===== config.mk =====
export PLATFORM = sky130hd
export DESIGN_NAME = aileron_servo
export DESIGN_NICKNAME = d
export VERILOG_FILES = /design/src/rtl/aileron_pkg.sv /design/src/rtl/aileron_prescaler.sv /design/src/rtl/aileron_servo.sv
export SDC_FILE = /design/constraint.sdc
export NUM_CORES = 1
export LEC_CHECK = 0
export ABC_AREA = 1
export CAP_MARGIN = 5
export CELL_PAD_IN_SITES_DETAIL_PLACEMENT = 1
export CELL_PAD_IN_SITES_GLOBAL_PLACEMENT = 2
export CORE_MARGIN = 2
export CORE_UTILIZATION = 34
export DETAILED_ROUTE_END_ITERATION = 10
export PLACE_DENSITY_LB_ADDON = 0.1
export SYNTH_ARGS = -nofsm -noshare
export SYNTH_HDL_FRONTEND = slang
export SYNTH_SLANG_ARGS = --single-unit

===== constraint.sdc =====
create_clock -name clk -period 7.8 [get_ports clk]
set_input_delay 1.17 -clock clk [delete_from_list [all_inputs] [get_ports clk]]
set_output_delay 1.17 -clock clk [all_outputs]
set_load 0.005 [all_outputs]

===== src/rtl/aileron_pkg.sv =====
// Shared types and constants for the rate-limited aileron servo.
// Valve patterns are packed as {v1e, v2e, v1d, v2d}.
package aileron_pkg;

    typedef enum logic [1:0] {
        IDLE   = 2'd0,
        SLEW   = 2'd1,
        SETTLE = 2'd2
    } state_e;

    localparam logic [3:0] VALVE_OFF = 4'b0000;
    localparam logic [3:0] VALVE_POS = 4'b1001;
    localparam logic [3:0] VALVE_NEG = 4'b0110;

endpackage


===== src/rtl/aileron_prescaler.sv =====
// DIV-cycle tick generator; counts only while enabled, synchronous clear.
// tick is asserted on the cycle whose closing edge completes a DIV-cycle period.
module aileron_prescaler #(
    parameter int unsigned DIV = 4
) (
    input  logic clk,
    input  logic rst_n,
    input  logic clr,
    input  logic en,
    output logic tick
);

    localparam int unsigned CW = (DIV > 1) ? $clog2(DIV) : 1;
    localparam logic [CW-1:0] LAST = CW'(DIV - 1);

    logic [CW-1:0] cnt_q, cnt_d;

    always_comb begin
        tick  = en && (cnt_q == LAST);
        cnt_d = cnt_q;
        if (clr) begin
            cnt_d = '0;
        end else if (en) begin
            cnt_d = tick ? '0 : cnt_q + CW'(1);
        end
    end

    always_ff @(posedge clk or negedge rst_n) begin
        if (!rst_n) begin
            cnt_q <= '0;
        end else begin
            cnt_q <= cnt_d;
        end
    end

endmodule


===== src/rtl/aileron_servo.sv =====
// Rate-limited aileron actuator: clamps an accepted target, slews the position
// toward it by at most STEP per prescaler tick, then settles before re-arming.
module aileron_servo
    import aileron_pkg::*;
#(
    parameter int unsigned W        = 4,
    parameter int unsigned MAX_ANG  = 7,
    parameter int unsigned STEP     = 1,
    parameter int unsigned DIV      = 4,
    parameter int unsigned HOLD_CYC = 3
) (
    input  logic                clk,
    input  logic                rst_n,
    input  logic                cmd_valid,
    output logic                cmd_ready,
    input  logic signed [W-1:0] cmd_ang,
    output logic signed [W-1:0] pos,
    output logic                busy,
    output logic                sat,
    output logic                v1e,
    output logic                v2e,
    output logic                v1d,
    output logic                v2d
);

    localparam int unsigned HW = (HOLD_CYC > 1) ? $clog2(HOLD_CYC) : 1;
    localparam logic [HW-1:0] HOLD_LAST = HW'(HOLD_CYC - 1);
    localparam logic signed [W:0] MAX_S = (W + 1)'(MAX_ANG);
    localparam logic signed [W:0] STEP_S = (W + 1)'(STEP);

    state_e               state_q, state_d;
    logic signed [W-1:0]  pos_q, pos_d;
    logic signed [W-1:0]  tgt_q, tgt_d;
    logic [HW-1:0]        hold_q, hold_d;
    logic [3:0]           valve_q, valve_d;
    logic                 sat_q, sat_d;

    logic                 accept;
    logic                 tick;
    logic signed [W:0]    cmd_ext, pos_ext, tgt_ext;
    logic signed [W:0]    clamped;
    logic                 clip;
    logic signed [W:0]    diff, mag, step_amt, pos_nx;

    aileron_prescaler #(
        .DIV (DIV)
    ) u_prescaler (
        .clk   (clk),
        .rst_n (rst_n),
        .clr   (accept),
        .en    (state_q == SLEW),
        .tick  (tick)
    );

    assign cmd_ready = (state_q == IDLE);
    assign accept    = cmd_valid && cmd_ready;

    // All arithmetic is done one bit wider so target-pos cannot overflow.
    always_comb begin
        cmd_ext = {cmd_ang[W-1], cmd_ang};
        pos_ext = {pos_q[W-1], pos_q};
        tgt_ext = {tgt_q[W-1], tgt_q};

        clamped = cmd_ext;
        clip    = 1'b0;
        if (cmd_ext > MAX_S) begin
            clamped = MAX_S;
            clip    = 1'b1;
        end else if (cmd_ext < -MAX_S) begin
            clamped = -MAX_S;
            clip    = 1'b1;
        end

        diff     = tgt_ext - pos_ext;
        mag      = diff[W] ? -diff : diff;
        step_amt = (mag < STEP_S) ? mag : STEP_S;
        pos_nx   = diff[W] ? pos_ext - step_amt : pos_ext + step_amt;
    end

    always_comb begin
        state_d = state_q;
        pos_d   = pos_q;
        tgt_d   = tgt_q;
        hold_d  = hold_q;
        valve_d = valve_q;
        sat_d   = 1'b0;

        unique case (state_q)
            IDLE: begin
                valve_d = VALVE_OFF;
                if (accept) begin
                    tgt_d  = clamped[W-1:0];
                    sat_d  = clip;
                    hold_d = '0;
                    if (clamped != pos_ext) begin
                        state_d = SLEW;
                        valve_d = (clamped > pos_ext) ? VALVE_POS : VALVE_NEG;
                    end else begin
                        state_d = SETTLE;
                    end
                end
            end
            SLEW: begin
                if (tick) begin
                    pos_d = pos_nx[W-1:0];
                    if (pos_nx == tgt_ext) begin
                        state_d = SETTLE;
                        valve_d = VALVE_OFF;
                        hold_d  = '0;
                    end
                end
            end
            SETTLE: begin
                valve_d = VALVE_OFF;
                if (hold_q == HOLD_LAST) begin
                    state_d = IDLE;
                end else begin
                    hold_d = hold_q + HW'(1);
                end
            end
            default: begin
                state_d = IDLE;
                valve_d = VALVE_OFF;
            end
        endcase
    end

    always_ff @(posedge clk or negedge rst_n) begin
        if (!rst_n) begin
            state_q <= IDLE;
            pos_q   <= '0;
            tgt_q   <= '0;
            hold_q  <= '0;
            valve_q <= VALVE_OFF;
            sat_q   <= 1'b0;
        end else begin
            state_q <= state_d;
            pos_q   <= pos_d;
            tgt_q   <= tgt_d;
            hold_q  <= hold_d;
            valve_q <= valve_d;
            sat_q   <= sat_d;
        end
    end

    assign pos  = pos_q;
    assign busy = (state_q != IDLE);
    assign sat  = sat_q;
    assign {v1e, v2e, v1d, v2d} = valve_q;

endmodule


* Yosys cells after proc, flatten, opt, wreduce, memory -nomap -nowiden
Cells that the tools add are included.
W data, S select, Z words.
** Operators by class
- Eq/ne operators :: 11
- Multiplexer cells :: 29
- Order comparisons :: 4
- Multiply operators :: 0
- Reduce and logical (&&, ||, !) cells :: 11
- Div/mod/pow operators :: 0
- $add $sub $neg :: 6
- Bitwise gates (word level) :: 0
- Shift operators :: 0
** Operator list (count)
- $mux W5 :: 5
- $mux W2 :: 12
- $mux W4 :: 5
- $pmux W2 S3 :: 2
- $ne A2 B2 Y1 const B :: 4
- $pmux W4 S2 :: 1
- $eq A2 B2 Y1 const B :: 3
- $reduce_and A2 Y1 :: 3
- $add A4 B5 Y5 :: 1
- $eq A5 B4 Y1 :: 1
- $gt A5 B4 Y1 :: 1
- $lt A5 B2 Y1 const B :: 1
- $ne A5 B4 Y1 :: 1
- $neg A5 Y5 :: 1
- $reduce_and A5 Y1 :: 1
- $sub A4 B4 Y5 :: 1
- $sub A4 B5 Y5 :: 1
- $add A2 B1 Y2 const B :: 2
- $gt A4 B4 Y1 const B :: 1
- $lt A4 B4 Y1 const B :: 1
- $mux W1 :: 4
- $reduce_and A4 Y1 :: 1
- $reduce_bool A2 Y1 :: 2
- $reduce_bool A3 Y1 :: 1
- 4 further kinds :: 5
** Word-level totals
- Memories :: 0
- Bits in latches :: 0
- Output and inout bits :: 11
- Bits of input ports :: 7
- Word-level logic and storage cells :: 68
- Register bits :: 19
- Memory bits (read-only) :: 0
- Bits in writable memories :: 0

* Depth between registers and ports, before layout
Gate-level depths: netlist of run 1.
- Depth after elaboration :: 11
- Depth in mapped cells :: 32
- Gate-level depth less buffers :: 32

* Hierarchy
From an unflattened synthesis of run 1, not the netlist that was laid out.
** Second synthesis, totals
- Cell total of the unflattened synthesis :: 198
- Area total of the unflattened synthesis :: 1478.9 µm²
** Modules (own cells, without submodules)
- aileron_servo :: area an instance 1361.3 µm², instances 1, cells each 182, seq. area each 375.4 µm²
- aileron_prescaler :: area an instance 117.6 µm², instances 1, cells each 16, seq. area each 50.0 µm²

* Least setup slack after synthesis of run 1
Ideal clock, no wire load.
- Path kind :: reg-to-reg
- From :: reg pos_q[0], in the netlist pos[0]
- To :: reg hold_q[0]
- Buffers on the path :: 0
- Setup slack :: 3.736 ns
- Arrival time :: 3.947 ns
- Period minus slack after synthesis :: 4.064 ns
- Stages on the path, launching flop included :: 28
- Required time :: 7.683 ns
- Cells stage by stage :: dfrtp_1 ha_1 fa_1 ha_1 nand2_2 nand2_1 nor3_1 nand4_1 ha_1 nor2_1 nand4_2 nand2_2 inv_1 a22oi_1 ha_1 nand3b_1 nand2_1 or2_1 nand2_2 inv_1 nand3_1 nand3_1 nand2_1 nand2_2 nand2_4 nand3_2 nand2_1 nand2_1
** On the way
- Cells in the longest elaborated chain, start to end :: 10
- Elaborated cells between the ends (all ways) :: 11
- Those cells by class :: add/sub (4); order compare (1); eq/ne (2); mux (3); reduce/logical (1)
** RTL lines
- start: declaration :: line aileron_servo.sv:32 : logic signed [W-1:0] pos_q, pos_d;
- start signal: assignment :: line aileron_servo.sv:138 : pos_q <= pos_d;
- $sub A4 B4 Y5 :: line aileron_servo.sv:74 : diff = tgt_ext - pos_ext;
- $neg A5 Y5 :: line aileron_servo.sv:75 : mag = diff[W] ? -diff : diff;
- $mux W5 :: line aileron_servo.sv:75
- $lt A5 B2 Y1 :: line aileron_servo.sv:76 : step_amt = (mag < STEP_S) ? mag : STEP_S;
- $mux W5 :: line aileron_servo.sv:76
- $add A4 B5 Y5 or $sub A4 B5 Y5 (tied branches) :: line aileron_servo.sv:77 : pos_nx = diff[W] ? pos_ext - step_amt : pos_ext + step_amt;
- $mux W5 (*) :: line aileron_servo.sv:77
- $eq A5 B4 Y1 (*) :: line aileron_servo.sv:106 : if (pos_nx == tgt_ext) begin
- $ne A2 B2 Y1 (no line) (*)
- $reduce_and A5 Y1 (no line) (*)
- end signal: assignment :: line aileron_servo.sv:140 : hold_q <= hold_d;
- end: declaration :: line aileron_servo.sv:34 : logic [HW-1:0] hold_q, hold_d;
Every way passes the cells marked *; elsewhere a longest branch is shown, timed or not.
A chain may end at the register's enable or synchronous reset.

* Worst setup path after layout of run 1
- From :: reg pos_q[0], in the netlist pos[0]
- To :: reg hold_q[1]
The elaborated chain is that of the path after synthesis.

==> results.py, run 1 <==
metrics = {
    "outcome": {
        "status": "completed",
    },
    "global_routing": {
        "grt_pass1_vias": 1316,
        "track_usage_pct": 16.2,
        "overflow": 0,
        "antenna_found_initial": 0,
        "grt_max_degree": 18,
        "grt_pass1_wl_um": 6340,
    },
    "die": {
        "die_h_um": 69.1,
        "die_w_um": 69.1,
        "pin_count": 18,
        "fp-row-count": 23,
        "coreArea_um2": 4030,
        "die-area_um2": 4770,
        "start_util_pct": 35.7,
    },
    "worst_setup_path": {
        "cp.arrival_ps": 4780,
        "crit_buf_inv": 4,
        "cp_slowest_cell": "dfrtp_1",
        "path_delay_family": "simple AND/OR/NAND/NOR gates",
        "cp-start-kind": "flip-flop",
        "path_common_cell": "nand2_1",
        "critPathKind": "flip-flop to flip-flop",
        "path_max_fanout": 5,
        "cpPeakStageDelay_ps": 450,
        "worstSetupEndpointType": "flip-flop",
        "required_ps": 7940,
    },
    "detailed_routing": {
        "wl_per_cell_um": 13.6,
        "drc_errors": 0,
        "via_per_inst": 4.86,
        "finalWirelength_um": 3530,
        "first_iter_violations": 44,
        "num_vias": 1260,
        "ant_nets": 0,
        "dr.pass1.iters": 4,
    },
    "timing": {
        "fin_crit_sh_pct": 59.5,
        "min_period_ps": 4640,
        "setup_viol": 0,
        "skew_ps": 1.25,
        "worstMarginPinSlew_ps": 806,
        "finalHoldViolCount": 0,
        "holdWs_ps": 511,
        "fmax_ghz": 0.216,
        "slew-limit-headroom_pct": 46.1,
        "rsz0062_at_grt": "false",
        "fin_setup_tns_ps": 0,
        "slew_violations": 0,
    },
    "synth": {
        "async_reset_ff_share_pct": 100,
        "synth.area.top_cells": "dfrtp_1 (30%), ha_1 (15%), nand2_1 (9.1%)",
        "yosysTopAreaCellShare_pct": 29.5,
        "yosysWarningCount": 0,
        "synth.distinct_cells": 29,
        "yosysTopAreaCell": "dfrtp_1",
        "synth_edf_count": 0,
        "avgSynthCellArea_um2": 7.58,
        "synth_ff_type": "dfrtp_1",
        "synthCells": 190,
        "ys_seq_area_share_pct": 29.5,
        "synth_nets": 216,
        "synth_area_um2": 1440,
        "synth-seq-cells": 17,
    },
    "clocking": {
        "ctsHoldBuffers": 0,
        "cts_tree": "done",
        "cts_max_path_buffers": 2,
        "cts-resized-gates": 0,
        "cts_max_level": 1,
        "post-cts-setup-buffers": 0,
        "cts-root-buf": "clkbuf_8",
        "clkLatencyLatePin_ps": 250,
        "cts.sinks": 17,
        "cts.clk_slew.worst_paths_ps": 70,
        "cts_inserted_buffers": 3,
    },
    "placement": {
        "gp_congestion": 0.825,
        "hpwl_um": 3010,
        "placement.io_buffers": 17,
    },
    "hold_path": {
        "hp-class": "flip-flop to flip-flop",
    },
    "cells_and_area": {
        "n_fill_cell": 517,
        "final_nets": 236,
        "drive_gt1_share_pct": 7.66,
        "num_antenna_cells": 0,
        "areaGrowthSynthToFinish_pct": 18.3,
    },
    "job": {
        "maxCapViolCount": 0,
    },
}
-- path summary, 6_finish.rpt --
kind / start / cells past startpoint / end / slack [ps]
worst max-delay path: pos[0] / 30 / hold_q[1] / 3160
worst min-delay path: hold_q[0] / 2 / hold_q[0] / 510
worst max register to register: pos[0] / 30 / hold_q[1] / 3160
worst min register to register: hold_q[0] / 2 / hold_q[0] / 510
max in group asynchronous: rst_n / 1 / valve_q[2] / 5910
min in group asynchronous: rst_n / 1 / hold_q[1] / 1390
-- state kept, by name (all words and copies together) (netlist names) --
register / flops
sat: 1
pos: 4
valve_q: 2
hold_q: 2
tgt_q: 4
u_prescaler.cnt_q: 2
state_q: 2
-- cells in the mapped netlist (all sizes together), types with 2 or more instances --
| master | number |
|---|---|
| nor3 | 2 |
| nand3 | 12 |
| inv | 33 |
| nand2 | 42 |
| a21oi | 5 |
| ha | 17 |
| o21ai | 15 |
| nor2 | 21 |
| xnor2 | 3 |
| dfrtp | 17 |
| fa | 2 |
| buf | 2 |
| xor2 | 6 |
| nand4 | 5 |
-- layout make-up --
class | instances | area [um2] | share of cell area, %
Clock buffer | 3 | 41.3 | 2.42
Clock inverter | 1 | 5.00 | 0.294
Inverter | 33 | 124 | 7.27
Multi-Input combinational cell | 138 | 876 | 51.4
Sequential cell | 17 | 425 | 25.0
Tap cell | 50 | 62.6 | 3.67
Timing Repair Buffer | 17 | 170 | 9.99
-- metrics by stage --
step                      utilization, %  instance area, um2  std cells  setup slack [ps]
after detailed placement            41.1                1660        255              3130
after CTS                           42.3                1700        259              3090
after global routing                42.3                1700        259              2730
after floorplan                        -                1440        190              3740
final                               42.3                1700        259              3160
after global placement              41.1                1660        255              3310
-- cell families after synthesis --
kind of cell,count (synthesis),synth area share (%)
xor+xnor,9,6.00
simple gates,85,27.7
compound gates,25,9.56
flops,17,29.5
buf+inv,35,9.64
fa+ha+maj,19,17.5
-- cell usage in the layout, fill, tap and decap left out, types with 2 or more instances in the layout --
cell type,count
nor2_1,20
o21ai_1,2
nand2_1,35
nor3_1,2
fa_1,2
nand4_1,4
dfrtp_1,17
a21oi_1,5
nand2_2,6
nand3_2,2
xor2_1,5
inv_1,33
o21ai_0,13
nand3_1,10
xnor2_1,3
clkbuf_8,3
clkdlybuf4s50_1,17
ha_1,17
-- routing by layer --
layer / up-vias / part of all wire [%] / global-route usage [%]
met3: 2 / 2.1 / 3.22
met2: 10 / 50 / 29.7
met4: 0 / 0.23 / 2.40
li1: 647 / - / -
met1: 601 / 47 / 20.0
met5: - / 0 / 0
-- worst register-to-register path, delay by kind of cell (launching register included) --
family                   cells  cell delay [ps]
adder cells (fa/ha/maj)      4             1290
buffers and inverters        4              320
AO/OA/AOI/OAI                1              200
AND/OR/NAND/NOR             20             2070
XOR/XNOR                     1              180
flip-flops                   1              450
Power of run 1 is left out: the tool's default activity adds up to more than one toggle a clock period on the data nets, which glitch-free logic cannot reach.
==> run 2: changes to the inputs <==
Settings changed: CORE_UTILIZATION 34 to 32.
Clock period 7.8 ns to 4.4 ns, I/O delays scaled along.
==> results.py, run 2 (synthesis results as in run 1) <==
metrics = {
    "global_routing": {
        "grt_pass1_vias": 1457,
        "track_usage_pct": 16.5,
        "overflow": 0,
        "grt_max_degree": 18,
        "antenna_found_initial": 0,
        "grt_pass1_wl_um": 6660,
    },
    "clocking": {
        "cts_max_level": 1,
        "cts-root-buf": "clkbuf_8",
        "cts.sinks": 17,
        "cts_max_path_buffers": 2,
        "cts_inserted_buffers": 3,
        "cts.clk_slew.worst_paths_ps": 70,
        "cts_tree": "done",
        "ctsHoldBuffers": 0,
        "clkLatencyLatePin_ps": 250,
    },
    "die": {
        "start_util_pct": 33.1,
        "die_h_um": 71.1,
        "pin_count": 18,
        "die-area_um2": 5050,
        "coreArea_um2": 4350,
        "fp-row-count": 24,
        "die_w_um": 71.1,
    },
    "timing": {
        "fin_crit_sh_pct": 97.8,
        "holdWs_ps": 501,
        "fmax_ghz": 0.232,
        "skew_ps": 2.04,
        "slew_violations": 0,
        "setup_viol": 0,
        "rsz0062_at_grt": "true",
        "min_period_ps": 4300,
        "finalHoldViolCount": 0,
        "slew-limit-headroom_pct": 44.5,
        "worstMarginPinSlew_ps": 830,
    },
    "detailed_routing": {
        "drc_errors": 0,
        "num_vias": 1398,
        "wl_per_cell_um": 15.9,
        "ant_nets": 0,
        "finalWirelength_um": 4510,
        "first_iter_violations": 26,
        "via_per_inst": 4.92,
        "dr.pass1.iters": 4,
    },
    "worst_setup_path": {
        "path_max_fanout": 4,
        "path_common_cell": "ha_4",
        "cp-start-kind": "flip-flop",
        "worstSetupEndpointType": "flip-flop",
        "crit_buf_inv": 1,
        "cp_slowest_cell": "fa_2",
        "cpPeakStageDelay_ps": 570,
        "crit_chain": "ha_4 -> fa_2 -> ha_4 -> nand2_4 -> nand2_4 -> nor3_2 -> nand4_1 -> ha_4 -> buf_4 -> nor2_4 -> o21ai_1 -> a22oi_2 -> ha_4 -> a21oi_1 -> o21ai_1 -> xnor2_1 -> and2_1 -> nand2_1 -> nand2_1 -> nand2_2 -> nand2_4 -> nand3_4 -> nand2_2 -> nand2_1",
        "required_ps": 4550,
        "critPathKind": "flip-flop to flip-flop",
        "cp.arrival_ps": 4450,
        "path_delay_family": "adder cells",
    },
    "cells_and_area": {
        "drive_gt1_share_pct": 32.3,
        "num_antenna_cells": 0,
        "final_nets": 259,
        "areaGrowthSynthToFinish_pct": 47.2,
        "final_cell_mix": "inv_1 (27), nand2_1 (27), buf_4 (22), clkdlybuf4s50_1 (17), dfrtp_1 (16)",
    },
    "placement": {
        "placement.io_buffers": 17,
        "gp_congestion": 0.784,
        "hpwl_um": 3110,
    },
    "job": {
        "maxCapViolCount": 0,
    },
    "hold_path": {
        "hp-class": "flip-flop to flip-flop",
    },
    "outcome": {
        "status": "completed",
    },
}
-- run 2: layer usage --
metal	up-vias	track usage, %	wire, um
met1	681	22.1	1950
met5	-	0	0
met3	4	3.42	101
met4	0	1.68	29
met2	20	28.5	2430
li1	693	-	-
-- run 2: per-stage QoR --
stage          cells  TNS [ps]  setup slack (ps)  utilization [%]  cell area [um2]
2_1_floorplan    190         0               336                -             1440
3_3_place_gp     262         0              62.2             39.0             1700
3_5_place_dp     262      -496              -182             39.0             1700
4_1_cts          273         0              11.2             42.0             1830
5_1_grt          284      -582              -149             48.7             2120
6_report         284         0              97.6             48.7             2120
-- run 2: worst register-to-register path, stage by stage, from the launching register on --
cell     delay (ps)
dfrtp_1         430
ha_4            180
fa_2            570
ha_4            220
nand2_4          80
nand2_4          60
nor3_2          190
nand4_1         190
ha_4            280
buf_4           150
nor2_4          110
o21ai_1          90
a22oi_2         230
ha_4            250
a21oi_1         160
o21ai_1         100
xnor2_1         240
and2_1          160
nand2_1          60
nand2_1          80
nand2_2          70
nand2_4          90
nand3_4          90
nand2_2          90
nand2_1          40
-- run 2: final timing paths --
path / slack [ps] / to / depth (start not counted) / startpoint
max reg2reg: 100 / hold_q[0] / 24 / pos[0]
max in group asynchronous: 2950 / pos[1] / 1 / rst_n
min: 500 / hold_q[1] / 2 / hold_q[1]
min in group asynchronous: 880 / pos[3] / 1 / rst_n
max: 100 / hold_q[0] / 24 / pos[0]
min reg2reg: 500 / hold_q[1] / 2 / hold_q[1]
-- run 2: layout make-up --
class | instances | area [um2]
well taps | 52 | 65.1
multi-input cells | 138 | 1110
flip-flops and latches | 17 | 427
fillers | 534 | 2230
repair buffers | 40 | 347
clock buffers | 4 | 45.0
inverters | 33 | 124
-- run 2: timing repair --
action                     4_1_cts  5_1_grt
setup buffers                    7       11
resized for setup                9       44
pin swaps                       11       30
setup endpoints to repair        6        6
Power of run 2 is left out for the same reason.
==> RTL edit, RTL diff (flow settings as in run 2) <==
The parameter `W` goes from 4 to 6.
--- a/src/rtl/aileron_servo.sv
+++ b/src/rtl/aileron_servo.sv
@@ -5,3 +5,3 @@
 #(
-    parameter int unsigned W        = 4,
+    parameter int unsigned W        = 6,
     parameter int unsigned MAX_ANG  = 7,
Interface: changed (resized cmd_ang and pos); port bits go from 18 to 22. No check against the original RTL was run, so the function may have changed too.
==> RTL edit against run 2 <==
The flow now finishes with violations (setup timing); cell count up 61%; wire length up 43%; design area is 52% higher; area after synthesis increased by 46%; critical path type unchanged; count of clock-buffer cells in the layout shrank 1; worst setup slack lost 360 ps; highest routed layer unchanged; non-clock buffer count grew 46; via count grew 56%; core utilization grew 2.2 points; sequential cell count is 4 higher.
Power is left out: it rests on default switching activity, and per cell area and clock period it moved more than threefold.
==> RTL edit: results (changes against run 2) <==
- # resized after CTS: 11 (was 9)
- Largest stage delay on the critical path: 540 ps (was 570 ps)
- Worst-case reg-to-reg path depth: 34 (was 24)
- Synth area leaders: dfrtp_1 (25%), ha_1 (14%), nand2_1 (13%) (was dfrtp_1 (30%), ha_1 (15%), nand2_1 (9.1%))
- Data arrival, critical path: 4830 ps (was 4450 ps)
- Share of flip-flops with an asynchronous set or reset: 100% (unchanged)
- Unique cell type count in the Yosys netlist: 38 (was 29)
- WL final: 6460 µm (was 4510 µm)
- Fraction of layout cells with a size suffix above 1: 40.4% (was 32.3%)
- Dpl hpwl: 5100 µm (was 3110 µm)
- Final Skew: 5.15 ps (was 2.04 ps)
- Placed insts: 437 (was 262)
- Non-filler cells, final: 458 (was 284)
- Commonest cells in the synthesized netlist: nand2_1 (73), inv_1 (46), ha_1 (24) (was nand2_1 (35), inv_1 (33), nor2_1 (20))
- Buffers on Ports: 21 (was 17)
- Failing checks: setup timing
- Vias per std cell: 4.76 (was 4.92)
- Nets: 417 (was 259)
- Postcts setup bufs: 7 (unchanged)
- Slack of the critical path: -264 ps (was 97.6 ps)
- Setup TNS: -1300 ps (was 0 ps)
- Worst path slowest cell: fa_2 (unchanged)
- Compound-Gate Fraction of Synth Area: 11.0% (was 9.56%)
- Largest net degree at the start of global routing: 22 (was 18)
- Gr usage total: 18.3% (was 16.5%)
- Final setup viols: 6 (was 0)
- Syn_nets: 331 (was 216)
- Adder-cell share of the synthesized area: 16.1% (was 17.5%)
- XOR/XNOR Fraction of Synth Area: 5.34% (was 5.99%)
- Clk pin slew, worst setup/hold paths: 90 ps (was 70 ps)
- Syn Inst Count: 296 (was 190)
- Placed inst area: 0.00286 mm² (was 0.00170 mm²)
- Number of global-route vias before repair: 2265 (was 1457)
- Clk Latency, worst-skew pair: 270 ps (was 250 ps)
- Synth Flop Type: dfrtp_1 (unchanged)
- DR iter-0 viols: 31 (was 26)
- Pre-CTS setup slack: -501 ps (was -182 ps)
- First-pass GRT wire length: 10800 µm (was 6660 µm)
- Worst-Margin Slew: 1020 ps (was 830 ps)
- GP Congestion: 0.749 (was 0.784)
- Sequential element share of the synthesized area: 24.9% (was 29.5%)
- Status: complete, but fails checks (was finished clean)
-- RTL edit: layer usage --
layer  global-route usage, %  up-vias  part of all wire [%]
met5                       0        -                     0
met4                    4.91        0                   1.2
met3                   0.875        6                  0.99
met2                    32.5       19                    51
met1                    24.3     1030                    47
li1                        -     1127                     -
-- RTL edit: path summary, 6_finish.rpt --
kind,to,slack [ps],start
worst max-delay path,hold_q[0],-260,tgt_q[0]
worst min-delay path,hold_q[1],480,hold_q[1]
worst max register to register,hold_q[0],-260,tgt_q[0]
worst min register to register,hold_q[1],480,hold_q[1]
max in group asynchronous,tgt_q[5],2840,rst_n
min in group asynchronous,pos[5],940,rst_n
-- RTL edit: area by class of cell --
cell class | count | area (µm²)
clock buffers | 3 | 41.3
clock inverters | 1 | 5.00
fillers | 780 | 3120
inverters | 49 | 186
multi-input cells | 221 | 1670
flip-flops and latches | 21 | 526
well taps | 77 | 96.3
repair buffers | 86 | 702
